[config.mk]
export PLATFORM = sky130hd
export DESIGN_NAME = imem_loader
export DESIGN_NICKNAME = d
export VERILOG_FILES = /design/src/rtl/imem_loader.sv
export SDC_FILE = /design/constraint.sdc
export NUM_CORES = 1
export LEC_CHECK = 0
export ABC_AREA = 0
export CORE_MARGIN = 1.5
export CORE_UTILIZATION = 49
export CTS_CLUSTER_SIZE = 25
export DETAILED_ROUTE_END_ITERATION = 7
export PLACE_DENSITY = 0.73
export SLEW_MARGIN = 20
export SYNTH_ARGS = -nofsm -noshare
export SYNTH_HDL_FRONTEND = slang
export SYNTH_SLANG_ARGS = --single-unit
export TNS_END_PERCENT = 10
[constraint.sdc]
create_clock -name clk -period 2.85 [get_ports clk]
set_clock_uncertainty 0.2 [all_clocks]
set_input_delay 0.57 -clock clk [delete_from_list [all_inputs] [get_ports clk]]
set_output_delay 0.57 -clock clk [all_outputs]
set_load 0.1 [all_outputs]
[src/rtl/imem_loader.sv]
`default_nettype none
// ============================================================================
// Module      : imem_loader
// Description : Boot-time instruction memory loader. Receives a byte stream
//               (length, little-endian payload words, XOR checksum), writes
//               each word through a single-cycle write port and holds the
//               core in reset until the image is loaded and verified.
// Revision    : 1.0 - initial release
// ============================================================================
module imem_loader #(
    parameter int          DEPTH_WORDS = 256,
    parameter logic [31:0] BASE_ADDR   = 32'h0000_0000
) (
    input  logic        clk,
    input  logic        rst,
    input  logic        start,
    input  logic        in_valid,
    input  logic [7:0]  in_data,
    output logic        in_ready,
    output logic        mem_we,
    output logic [31:0] mem_addr,
    output logic [31:0] mem_wdata,
    output logic        cpu_rst,
    output logic        done,
    output logic        err
);

    // Word index width; at least one bit so a single-word memory still works.
    localparam int          IDX_W   = (DEPTH_WORDS > 1) ? $clog2(DEPTH_WORDS) : 1;
    localparam logic [31:0] c_depth = 32'(DEPTH_WORDS);

    typedef enum logic [2:0] {
        S_LEN  = 3'd0,
        S_DATA = 3'd1,
        S_CHK  = 3'd2,
        S_DONE = 3'd3,
        S_ERR  = 3'd4
    } state_t;

    state_t             r_state;
    state_t             w_state_next;
    logic [1:0]         r_byte_cnt;
    logic [31:0]        r_len;
    logic [31:0]        r_word_buf;
    logic [IDX_W-1:0]   r_word_idx;
    logic [7:0]         r_xor;
    logic               r_mem_we;
    logic [31:0]        r_mem_addr;
    logic [31:0]        r_mem_wdata;
    logic               r_cpu_rst;
    logic               r_done;
    logic               r_err;

    logic               w_accept;
    logic               w_last_byte;
    logic [31:0]        w_len_full;
    logic [31:0]        w_word_full;
    logic               w_last_word;
    logic [31:0]        w_word_addr;

    // Handshake: ready only in the receiving states and never during a start pulse.
    always_comb begin
        in_ready = 1'b0;
        if (!start) begin
            in_ready = (r_state == S_LEN) || (r_state == S_DATA) || (r_state == S_CHK);
        end
    end

    assign w_accept    = in_valid & in_ready;
    assign w_last_byte = (r_byte_cnt == 2'd3);
    // The incoming byte completes the upper lane of either the length or the word.
    assign w_len_full  = {in_data, r_len[31:8]};
    assign w_word_full = {in_data, r_word_buf[31:8]};
    // r_len is nonzero whenever S_DATA is active, so r_len-1 does not underflow there.
    assign w_last_word = ({{(32-IDX_W){1'b0}}, r_word_idx} == (r_len - 32'd1));
    assign w_word_addr = BASE_ADDR + {{(30-IDX_W){1'b0}}, r_word_idx, 2'b00};

    // State register.
    always_ff @(posedge clk) begin
        if (rst) begin
            r_state <= S_LEN;
        end else begin
            r_state <= w_state_next;
        end
    end

    // Next-state decode; start overrides everything and re-arms to S_LEN.
    always_comb begin
        w_state_next = r_state;
        case (r_state)
            S_LEN: begin
                if (w_accept && w_last_byte) begin
                    if (w_len_full > c_depth) begin
                        w_state_next = S_ERR;
                    end else if (w_len_full == 32'd0) begin
                        w_state_next = S_CHK;
                    end else begin
                        w_state_next = S_DATA;
                    end
                end
            end
            S_DATA: begin
                if (w_accept && w_last_byte && w_last_word) begin
                    w_state_next = S_CHK;
                end
            end
            S_CHK: begin
                if (w_accept) begin
                    w_state_next = (in_data == r_xor) ? S_DONE : S_ERR;
                end
            end
            S_DONE:  w_state_next = S_DONE;
            S_ERR:   w_state_next = S_ERR;
            default: w_state_next = S_ERR;
        endcase
        if (start) begin
            w_state_next = S_LEN;
        end
    end

    // Datapath: byte assembly, checksum, write port and registered status outputs.
    always_ff @(posedge clk) begin
        if (rst) begin
            r_byte_cnt  <= 2'd0;
            r_len       <= 32'd0;
            r_word_buf  <= 32'd0;
            r_word_idx  <= '0;
            r_xor       <= 8'd0;
            r_mem_we    <= 1'b0;
            r_mem_addr  <= 32'd0;
            r_mem_wdata <= 32'd0;
            r_cpu_rst   <= 1'b1;
            r_done      <= 1'b0;
            r_err       <= 1'b0;
        end else begin
            r_mem_we  <= 1'b0;
            r_done    <= (w_state_next == S_DONE);
            r_err     <= (w_state_next == S_ERR);
            r_cpu_rst <= (w_state_next != S_DONE);
            if (start) begin
                r_byte_cnt <= 2'd0;
                r_len      <= 32'd0;
                r_word_buf <= 32'd0;
                r_word_idx <= '0;
                r_xor      <= 8'd0;
            end else if (w_accept) begin
                case (r_state)
                    S_LEN: begin
                        r_len      <= w_len_full;
                        r_byte_cnt <= r_byte_cnt + 2'd1;
                    end
                    S_DATA: begin
                        r_word_buf <= w_word_full;
                        r_xor      <= r_xor ^ in_data;
                        r_byte_cnt <= r_byte_cnt + 2'd1;
                        if (w_last_byte) begin
                            r_mem_we    <= 1'b1;
                            r_mem_addr  <= w_word_addr;
                            r_mem_wdata <= w_word_full;
                            // Hold the index on the final word so it stays in range.
                            if (!w_last_word) begin
                                r_word_idx <= r_word_idx + 1'b1;
                            end
                        end
                    end
                    default: begin
                    end
                endcase
            end
        end
    end

    assign mem_we    = r_mem_we;
    assign mem_addr  = r_mem_addr;
    assign mem_wdata = r_mem_wdata;
    assign cpu_rst   = r_cpu_rst;
    assign done      = r_done;
    assign err       = r_err;

endmodule
`default_nettype wire

==> Word level (Yosys, flattened, before mapping) <==
Cells that the tools add are included.
Widths: inputs -> output; s select.
{ "op_classes": {"n_addsub": 3, "n_lt_le_gt_ge": 1, "eq_ne": 9, "n_mux": 10, "bitwise_logic": 6, "n_reduce_logical": 14} }
{ "op_table": {"columns": ["op", "count"], "rows": [
  ["$eq 8x32->1", 1],
  ["$gt 32x9->1 const B", 1],
  ["$logic_not 32->1", 1],
  ["$sub 32x1->32 const B", 1],
  ["$mux 3", 6],
  ["$pmux 3 s4", 1],
  ["$eq 3x2->1 const B", 3],
  ["$add 8x1->8 const B", 1],
  ["$eq 8x8->1", 1],
  ["$reduce_and 4->1", 2],
  ["$xor 8x8->8", 1],
  ["$reduce_and 2->1", 3],
  ["$not 1->1", 4],
  ["$reduce_or 2->1", 2],
  ["$reduce_or 4->1", 1],
  ["$eq 3x1->1 const B", 1],
  ["$eq 3x3->1 const B", 1],
  ["$logic_not 3->1", 1],
  ["$ne 3x2->1 const B", 1],
  ["$add 2x1->2 const B", 1],
  ["$eq 2x2->1 const B", 1],
  ["$logic_and 1x1->1", 2],
  ["$logic_or 1x1->1", 2],
  ["$mux 1", 2],
  ["other kinds (2)", 2]
]} }
{ "totals": {"register_bits": 129, "input_bits": 12, "output_inout_bits": 69, "word_cells": 55} }

==> Depth between registers and ports, before layout <==
Gate-level depths: netlist of the first run.
{ "logic_depth": {"word_depth": 11, "mapped_depth": 11, "ltp_nobuf": 10} }

==> Least setup slack after synthesis of the first run <==
Ideal clock, no wire load.
{ "synth_path": {"kind": "input -> register", "startpoint": "input port start", "endpoint": "register r_mem_addr[2] (netlist: mem_addr[2])", "setup_time_ps": 70, "t_arrival_ps": 4182, "required_ps": 2580, "slack_ps": -1603, "stages": 8, "n_path_buf": 2, "cell_sequence": "a211oi_1 and2_1 nand2_1 nor2_1 clkbuf_1 buf_1 nand2_1 a21oi_1"} }
{ "synth_between": {"elab_chain_len": 3, "elab_cells_between_ends": 4, "cone_classes": "1 x mux; 2 x bitwise; 1 x reduce/logical"} }
{ "synth_lines": {"columns": ["item", "line", "text"], "rows": [
  ["from (decl)", "16", "input logic start,"],
  ["$mux 1", "64", "if (!start) begin"],
  ["$and 1x1->1", "69", "assign w_accept = in_valid & in_ready;"],
  ["$reduce_and 4->1 (no line) *", null, null],
  ["to (signal assigned)", "158", "r_mem_addr <= w_word_addr;"],
  ["to (decl)", "48", "logic [31:0] r_mem_addr;"]
]} }
Every way passes the cells marked *; elsewhere a longest branch is shown, timed or not.
A chain may end at the register's enable or synchronous reset.

==> Worst setup path in the final report of the first run <==
{ "layout_path": {"startpoint": "register r_len[0]", "endpoint": "register r_word_idx[3]"} }
{ "layout_between": {"elab_chain_len": 4} }
{ "layout_lines": {"columns": ["item", "line", "text"], "rows": [
  ["from (decl)", "43", "logic [31:0] r_len;"],
  ["from (signal assigned)", "149", "r_len <= w_len_full;"],
  ["$sub 32x1->32", "75", "assign w_last_word = ({{(32-IDX_W){1'b0}}, r_word_idx} == (r_len - 32'd1));"],
  ["$eq 8x32->1", "75", null],
  ["$not 1->1 (no line)", null, null],
  ["$reduce_and 4->1 (no line)", null, null],
  ["to (signal assigned)", "162", "r_word_idx <= r_word_idx + 1'b1;"],
  ["to (decl)", "45", "logic [IDX_W-1:0] r_word_idx;"]
]} }
No other way between the ends.

==> results_dict.tcl, run 1 <==
set metrics [dict create \
    status "finished clean" \
    period_share 0.959 \
    synth.distinct_cells 53 \
    drt-initial-drc-count 327 \
    drive_gt1_frac 0.202 \
    cts_tree "done" \
    fin_total_pwr_mw 4.15 \
    cpPeakStageDelay_ns 0.47 \
    clkLatencyLatePin_ns 0.51 \
    worst_setup_path_start_kind "flop" \
    die_h_um 108 \
    die_x_um 108 \
    yosysTopAreaCellShare 0.453 \
    avgRoutedWirePerCell_um 14.9 \
    synth_warnings 0 \
    yosys-top-cells-count "nand2_1 (210), dfxtp_1 (121), a21oi_1 (112)" \
    fmax_mhz 366 \
    finalHoldViolCount 0 \
    grt_pass1_vias 4581 \
    cp_top_family "simple AND/OR/NAND/NOR gates" \
    min_period_ns 2.73 \
    synth_area_um2 5350 \
    ant_nets 0 \
    setup_violations 0 \
    clk_path_buf_depth 2 \
    rsz0062_at_grt "yes" \
    vias 4946 \
    cts-buffers-inserted 17 \
    ios 81 \
    netlist_top_cells_area "dfxtp_1 (45%), nand2_1 (15%), a21oi_1 (10%)" \
    slowest_stage "or4_1" \
    antenna_found_initial 0 \
    grt_max_degree 42 \
    overflow 0 \
    htreeDepth 4 \
    maxCapViolations 0 \
    synth-seq-cells 121 \
    routed_wl_um 13600 \
    worstSetupEndpointType "flop" \
    drc 0 \
    hold_path_class "flop to flop" \
    stdcell_count 915 \
    postCtsHoldBufs 0 \
    rows 37 \
    critical_path_required_ns 3.09 \
    synth_ff_type "dfxtp_1" \
    clk_pin_slew_ns 0.06 \
    n_fill_cell 886 \
    vias_per_cell 5.41 \
    initial_core_util 0.511 \
    die_area_um2 11600 \
    ys_seq_area_frac 0.453 \
    arrival_ns 2.97 \
    grt_pass1_wl_um 22000 \
    placed_cells 882 \
    final_area_um2 6840 \
    async_flop_share 0 \
    place_congestion 0.952 \
    fin_hold_ws_ns 0.253 \
    fin_nets 781 \
    tns_ns 0 \
    synth_most_common_cell "nand2_1" \
    cpMostUsedCell "a21oi_1" \
    cp_num_buf_inv 2 \
    placed_area_um2 6130 \
    path_cells "inv_1, ha_2, nor3b_4, buf_4, a21oi_2, o21bai_1, a21oi_1, o22a_1, and4_4, or4_1, a21oi_1" \
    yosysTopAreaCell "dfxtp_1" \
    synth-edff-count 0 \
    hpwl_um 9380 \
    crit_fanout 10 \
    syn_inst 684 \
    dr.pass1.iters 4 \
    power_leakage_nw 2.59 \
    port_buffers 56 \
    p_per_area_nw_per_um2 607 \
    area_growth_pct 27.8 \
    core_region_area_um2 10500 \
    track_usage 0.241 \
    post_synth.cell_area_avg_um2 7.82 \
    cts_sinks 121 \
    antenna_cells 0 \
    ir_drop_v 0.000361 \
    root_buffer "clkbuf_8" \
    slew_violations 0 \
    worst-setup-path-type "flop to flop" \
]
[path summary, 6_finish.rpt]
| kind | from | end | slack (ns) | depth (start not counted) |
|---|---|---|---|---|
| worst max register to register | r_len[0] | r_word_idx[3] | 0.12 | 11 |
| worst max-delay path | r_len[0] | r_word_idx[3] | 0.12 | 11 |
| worst min register to register | mem_wdata[13] | mem_wdata[13] | 0.25 | 2 |
| worst min-delay path | mem_wdata[13] | mem_wdata[13] | 0.25 | 2 |
[placed cells by master, fill, tap and decap left out, types with 2 or more instances in the layout]
cell and n:
nor4_4 2, nand3_1 10, a21oi_1 109, a211o_1 3
nor2b_1 2, mux2i_1 2, a31oi_1 5, nor2_1 27
buf_4 94, nor4_1 7, clkdlybuf4s50_1 11, xnor2_1 14
inv_6 5, inv_1 4, dfxtp_1 119, nand4b_1 4
nand2_1 209, or3_1 3, or4_4 3, nand3b_1 2
a41o_1 3, o21ai_0 10, nand4_1 5, o31ai_1 2
a21oi_2 3, clkbuf_16 16, nor4_2 5, clkbuf_8 3
conb_1 24, xor2_1 15, ha_1 2, clkinv_2 2
and3_1 5, nor3_1 7, buf_12 3, bufinv_16 3
[per-layer routing]
layer / vias to the layer above / track usage / part of all wire
li1: 2441 / - / -
met1: 2317 / 0.319 / 0.46
met2: 161 / 0.394 / 0.47
met3: 27 / 0.0490 / 0.053
met4: 0 / 0.0799 / 0.019
met5: - / 0 / 0
[tightest hold or removal path: stages (launching register included)]
cell and delay [ns]:
dfxtp_1 0.31, nand2_1 0.05, a21oi_1 0.05
[through the flow]
| step | setup slack (ns) | utilization |
|---|---|---|
| 5_1_grt | -0.0419 | 0.654 |
| 3_5_place_dp | -0.133 | 0.586 |
| 3_3_place_gp | -0.114 | 0.586 |
| 4_1_cts | 0.0111 | 0.644 |
| 6_report | 0.117 | 0.654 |
| 2_1_floorplan | 0.0472 | - |
[power by group]
| group | internal, mW | switching [mW] | total, mW |
|---|---|---|---|
| Combinational | 0.0512 | 0.222 | 0.273 |
| Clock | 1.39 | 0.787 | 2.18 |
| Sequential | 1.69 | 0.00438 | 1.70 |
[area by class of cell]
class	count	area, um2	share of cell area
clock buffers	20	445	0.0651
inverters	4	15.0	0.00220
clock inverters	12	160	0.0234
flip-flops and latches	121	2430	0.355
well taps	136	170	0.0249
multi-input cells	514	2750	0.401
repair buffers	108	876	0.128
[registers in the layout, indices dropped and copies added, names as in the netlist]
register	count
r_word_buf	24
r_state	3
done	1
r_len	32
r_word_idx	8
mem_addr	8
cpu_rst	1
mem_we	1
r_byte_cnt	2
mem_wdata	32
r_xor	8
err	1
[repair_timing]
action / CTS / global route
endpoints found under the setup margin: 2 / 10
resized for setup: 1 / 23
pin swaps: 0 / 4
setup buffers: 0 / 2
[cell families after synthesis]
kind of cell    Yosys count  synth area share
mux                       2           0.00374
simple gates            306             0.257
buf+inv                  72            0.0711
fa+ha+maj                 3           0.00702
flops                   121             0.453
compound gates          150             0.160
other cells               1          0.000701
xor+xnor                 29            0.0475
No activity file was read; power rests on OpenSTA's default activity.
==> run 2, diff against run 1 <==
Settings changed: TNS_END_PERCENT 10 to default.
==> run 2 against run 1 <==
Against the previous run: first-iteration DRC count grew 5.8%; clock-buffer cell count stayed put; via count hardly changed; utilization fell by 0.060 points; die area is the same; fmax is 0.30% higher; register-to-register slack barely moved; sequential share of layout area about the same; final cell count rose by 0.11%; combinational power about the same; critical endpoint unchanged; largest cell class unchanged; largest power group unchanged.
==> results_dict.tcl, run 2 (synthesis gave the netlist of run 1 again) <==
set metrics [dict create \
    status "finished clean" \
    utilization 0.653 \
    vias_per_cell 5.40 \
    placed_area_um2 6130 \
    slowest_stage "or4_1" \
    intPower_mw 3.14 \
    timing.rr.end "r_word_idx[3]" \
    n_fill_cell 888 \
    cts-buffers-inserted 17 \
    r2r_setup_slack_ns 0.13 \
    whs_endpoint "mem_wdata[13]" \
    power_frac_clock 0.525 \
    pwr-share-seq 0.409 \
    antenna_cells 0 \
    p_per_area_nw_per_um2 607 \
    drc 0 \
    power_frac_comb 0.066 \
    port_buffers 56 \
    worst_setup_path_start_kind "flop" \
    setup_violations 0 \
    htreeDepth 4 \
    power_leakage_nw 2.59 \
    core_region_area_um2 10500 \
    r2r_cells 11 \
    die_h_um 108 \
    postCtsHoldBufs 0 \
    grt_pass1_vias 4581 \
    die_x_um 108 \
    grt_max_degree 42 \
    area_growth_pct 27.7 \
    drt-initial-drc-count 346 \
    grt_pass1_wl_um 22000 \
    cts_tree "done" \
    rows 37 \
    clk_path_buf_depth 2 \
    final_area_um2 6830 \
    routed_wl_um 13700 \
    final-seq-area_um2 2430 \
    root_buffer "clkbuf_8" \
    clkLatencyLatePin_ns 0.52 \
    swShare 0.244 \
    multi_input_area_um2 2730 \
    ios 81 \
    arrival_ns 2.97 \
    antenna_found_initial 0 \
    vias 4945 \
    fmax_mhz 367 \
    fin_nets 782 \
    worstSetupEndpointType "flop" \
    path_cells "inv_1, ha_2, nor3b_4, buf_4, nand2_2, or3_4, o2111ai_2, nor3_2, and4_4, or4_1, a21oi_1" \
    finalHoldViolCount 0 \
    min_period_ns 2.72 \
    worst-setup-path-type "flop to flop" \
    hold_path_class "flop to flop" \
    die_area_um2 11600 \
    hold_depth 2 \
    track_usage 0.241 \
    cts_sinks 121 \
    maxCapViolations 0 \
    initial_core_util 0.511 \
    worstReg2RegStart "r_len[0]" \
    period_share 0.956 \
    ir_drop_v 0.000361 \
    drive_gt1_frac 0.203 \
    hold_path_startpoint "mem_wdata[13]" \
    dr.pass1.iters 4 \
    overflow 0 \
    place_congestion 0.952 \
    tns_ns 0 \
    hpwl_um 9380 \
    p_switching_mw 1.01 \
    mostFrequentLayoutCell "nand2_1" \
    critical_path_required_ns 3.09 \
    avgRoutedWirePerCell_um 14.9 \
    crit_fanout 10 \
    layout_common_cells "nand2_1 (209), dfxtp_1 (119), a21oi_1 (109)" \
    ant_nets 0 \
    clk_pin_slew_ns 0.06 \
    cpPeakStageDelay_ns 0.47 \
    slew_violations 0 \
]
-- run 2: how the worst max path moves through the flow --
stage	startpoint	endpoint	slack, ns	depth (start not counted)
3_5_place_dp	in_data[5]	cpu_rst	-0.13	8
2_1_floorplan	start	r_word_idx[0]	0.05	6
3_3_place_gp	in_data[5]	cpu_rst	-0.11	8
6_report	r_len[0]	r_word_idx[3]	0.13	11
4_1_cts	r_len[0]	r_word_idx[3]	0.01	11
5_1_grt	r_len[0]	r_word_idx[5]	-0.02	8
-- run 2: final cells by class --
type                            instances  share of cell area
Tap cell                              136              0.0249
Sequential cell                       121               0.355
Clock inverter                         12              0.0234
Clock buffer                           20              0.0652
Multi-Input combinational cell        514               0.400
Timing Repair Buffer                  109               0.129
Inverter                                4             0.00220
-- run 2: what timing repair did --
item                                    4_1_cts  5_1_grt
pin swaps                                     0        4
buffers inserted                              0        3
resized for setup                             1       21
endpoints found under the setup margin        2       10
-- run 2: critical path: cells and delay by family, from the launching register on --
family	cells	cell delay (ns)
fa+ha+maj	1	0.17
buf+inv	2	0.23
flops	1	0.36
simple gates	6	1.49
compound gates	2	0.22
-- run 2: per-layer routing --
layer | up-vias | part of all wire | global-route usage
li1 | 2435 | - | -
met3 | 23 | 0.066 | 0.0490
met5 | - | 0 | 0
met1 | 2312 | 0.45 | 0.319
met2 | 175 | 0.47 | 0.394
met4 | 0 | 0.017 | 0.0799
-- run 2: power by group through the flow --
stage	sequential, mW	combinational (mW)	clock (mW)
finish	1.70	0.272	2.18
global route	1.70	0.286	2.28
CTS	1.70	0.268	2.20
detailed placement	1.74	0.267	0
global placement	1.74	0.267	0
floorplan	1.73	0.234	0
-- run 2: stage by stage --
step	setup WS, ns	hold WS (ns)	total power [mW]	instances
after floorplan	0.0472	0.232	1.97	707
after global placement	-0.114	0.245	2.00	882
after detailed placement	-0.133	0.245	2.00	882
after CTS	0.0111	0.255	4.17	914
after global routing	-0.0208	0.270	4.27	916
final	0.125	0.253	4.15	916
==> run 3, diff against run 2 <==
Settings changed: CORE_UTILIZATION 49 to 57, DONT_BUFFER_PORTS from default to 1, PLACE_DENSITY 0.73 to 0.72.
==> run 3 against run 2 <==
Against the previous run: combinational power shrank 6%; clock-buffer cell count did not move; global-route usage increased by 5.9 points; flip-flop and latch count stayed put; critical endpoint is now r_state[0]; clock power down 12%; via count rose by 1.9%; first-iteration DRC count is 39% lower; worst setup slack worse by 0.039 ns; sequential share of layout area grew 0.42 points; non-clock buffer count unchanged; cell area decreased by 1.3%; largest cell class unchanged; largest power group unchanged.
==> results_dict.tcl, run 3 (synthesis gave the netlist of run 1 again) <==
set metrics [dict create \
    rows 35 \
    port_buffers 0 \
    die_x_um 99.9 \
    htreeDepth 4 \
    dr.pass1.iters 5 \
    hold_path_class "primary input to flop" \
    swShare 0.262 \
    setup_slack_ns 0.0866 \
    tns_ns 0 \
    clkLatencyLatePin_ns 0.51 \
    slew_headroom 0.483 \
    crit_fanout 5 \
    worstSetupEndpointType "flop" \
    fin_total_pwr_mw 3.87 \
    clk_path_buf_depth 2 \
    drive_gt1_frac 0.209 \
    antenna_cells 0 \
    die_area_um2 9980 \
    ant_nets 0 \
    root_buffer "clkbuf_8" \
    n_fill_cell 718 \
    routed_wl_um 14800 \
    grt_pass1_vias 4713 \
    drc 0 \
    setup_violations 0 \
    area_growth_pct 26.0 \
    overflow 0 \
    power_frac_comb 0.066 \
    status "finished clean" \
    slowest_stage "dfxtp_2" \
    grt_pass1_wl_um 23400 \
    p_switching_mw 1.01 \
    arrival_ns 2.93 \
    critical_path_required_ns 3.02 \
    cts_sinks 121 \
    period_share 0.970 \
    fin_nets 782 \
    drt-initial-drc-count 210 \
    worst_setup_path_start_kind "flop" \
    grt_max_degree 67 \
    layout_common_cells "nand2_1 (208), dfxtp_1 (119), a21oi_1 (111)" \
    intPower_mw 2.86 \
    ir_drop_v 0.000403 \
    initial_core_util 0.585 \
    hpwl_um 9810 \
    r2r_cells 11 \
    ios 81 \
    place_congestion 0.904 \
    rsz0062_at_grt "yes" \
    pwr-share-seq 0.439 \
    whs_endpoint "r_word_buf[29]" \
    fmax_mhz 362 \
    fin_hold_ws_ns 0.0322 \
    die_h_um 99.9 \
    cpPeakStageDelay_ns 0.37 \
    worstReg2RegStart "r_len[0]" \
    worst-setup-path-type "flop to flop" \
    clk_pin_slew_ns 0.06 \
    slew_violations 0 \
    cts_tree "done" \
    vias 5037 \
    antenna_found_initial 0 \
    path_cells "inv_1, ha_2, xor2_1, nand3_1, a2111oi_4, o2111ai_2, nor3_2, nand4_1, buf_4, nor3_1, nor4_1" \
    pre_cts_ws_ns -0.0289 \
    vias_per_cell 5.65 \
    r2r_setup_slack_ns 0.09 \
    min_period_ns 2.76 \
    core_region_area_um2 9150 \
    track_usage 0.300 \
    tightestPinTransition_ns 0.774 \
    hold_depth 2 \
    cts-buffers-inserted 17 \
    p_per_area_nw_per_um2 574 \
    power_frac_clock 0.495 \
    avgRoutedWirePerCell_um 16.6 \
    power_leakage_nw 2.57 \
    mostFrequentLayoutCell "nand2_1" \
    hold_path_startpoint "in_data[5]" \
    maxCapViolations 0 \
    finalHoldViolCount 0 \
    timing.rr.end "r_state[0]" \
]
run 3: power groups by stage:
stage / clock (mW) / sequential (mW) / combinational [mW]
CTS: 1.93 / 1.70 / 0.250
detailed placement: 0 / 1.74 / 0.225
floorplan: 0 / 1.73 / 0.234
global placement: 0 / 1.74 / 0.223
global route: 2.00 / 1.70 / 0.269
finish: 1.92 / 1.70 / 0.256
run 3: worst max-delay path by stage:
stage	startpoint	end	slack [ns]	depth (start not counted)
6_report	r_len[0]	r_state[0]	0.09	11
5_1_grt	r_len[0]	r_state[0]	-0.07	12
4_1_cts	r_len[0]	r_word_idx[5]	0.003	11
3_5_place_dp	r_len[0]	r_word_idx[4]	-0.03	12
3_3_place_gp	r_len[0]	r_word_idx[2]	0.07	11
2_1_floorplan	start	r_word_idx[0]	0.05	6
run 3: critical path, delay by kind of cell (launching register included):
| kind | cells | cell delay (ns) |
|---|---|---|
| DFF | 1 | 0.37 |
| adders and majority gates | 1 | 0.31 |
| and+or+nand+nor | 5 | 0.83 |
| AOI/OAI and AO/OA | 2 | 0.54 |
| buffers and inverters | 2 | 0.24 |
| xor gates and xnor gates | 1 | 0.14 |
run 3: layer usage:
layer	wire length, um	global-route usage
met2	7070	0.482
met1	6630	0.407
met4	163	0.0986
met3	916	0.0620
met5	0	0
run 3: metrics by stage:
stage	utilization	instances	area, um2
after global placement	0.653	847	5970
after floorplan	-	707	5460
final	0.737	891	6750
after CTS	0.724	888	6620
after global routing	0.737	891	6750
after detailed placement	0.653	847	5970
run 3: cell type report:
class / instances / area, um2 / share of cell area
clock buffers: 20 / 445 / 0.0660
clock inverters: 12 / 88.8 / 0.0132
inverters: 4 / 15.0 / 0.00223
multi-input cells: 514 / 2770 / 0.410
flip-flops and latches: 121 / 2420 / 0.359
well taps: 111 / 139 / 0.0206
repair buffers: 109 / 863 / 0.128
run 3: what timing repair did:
item	4_1_cts	5_1_grt
hold endpoints to repair	48	0
cloned	0	0
gates resized for setup	4	21
buffers inserted	0	3
pin swaps	0	10
hold buffers	9	0
endpoints found under the setup margin	9	11
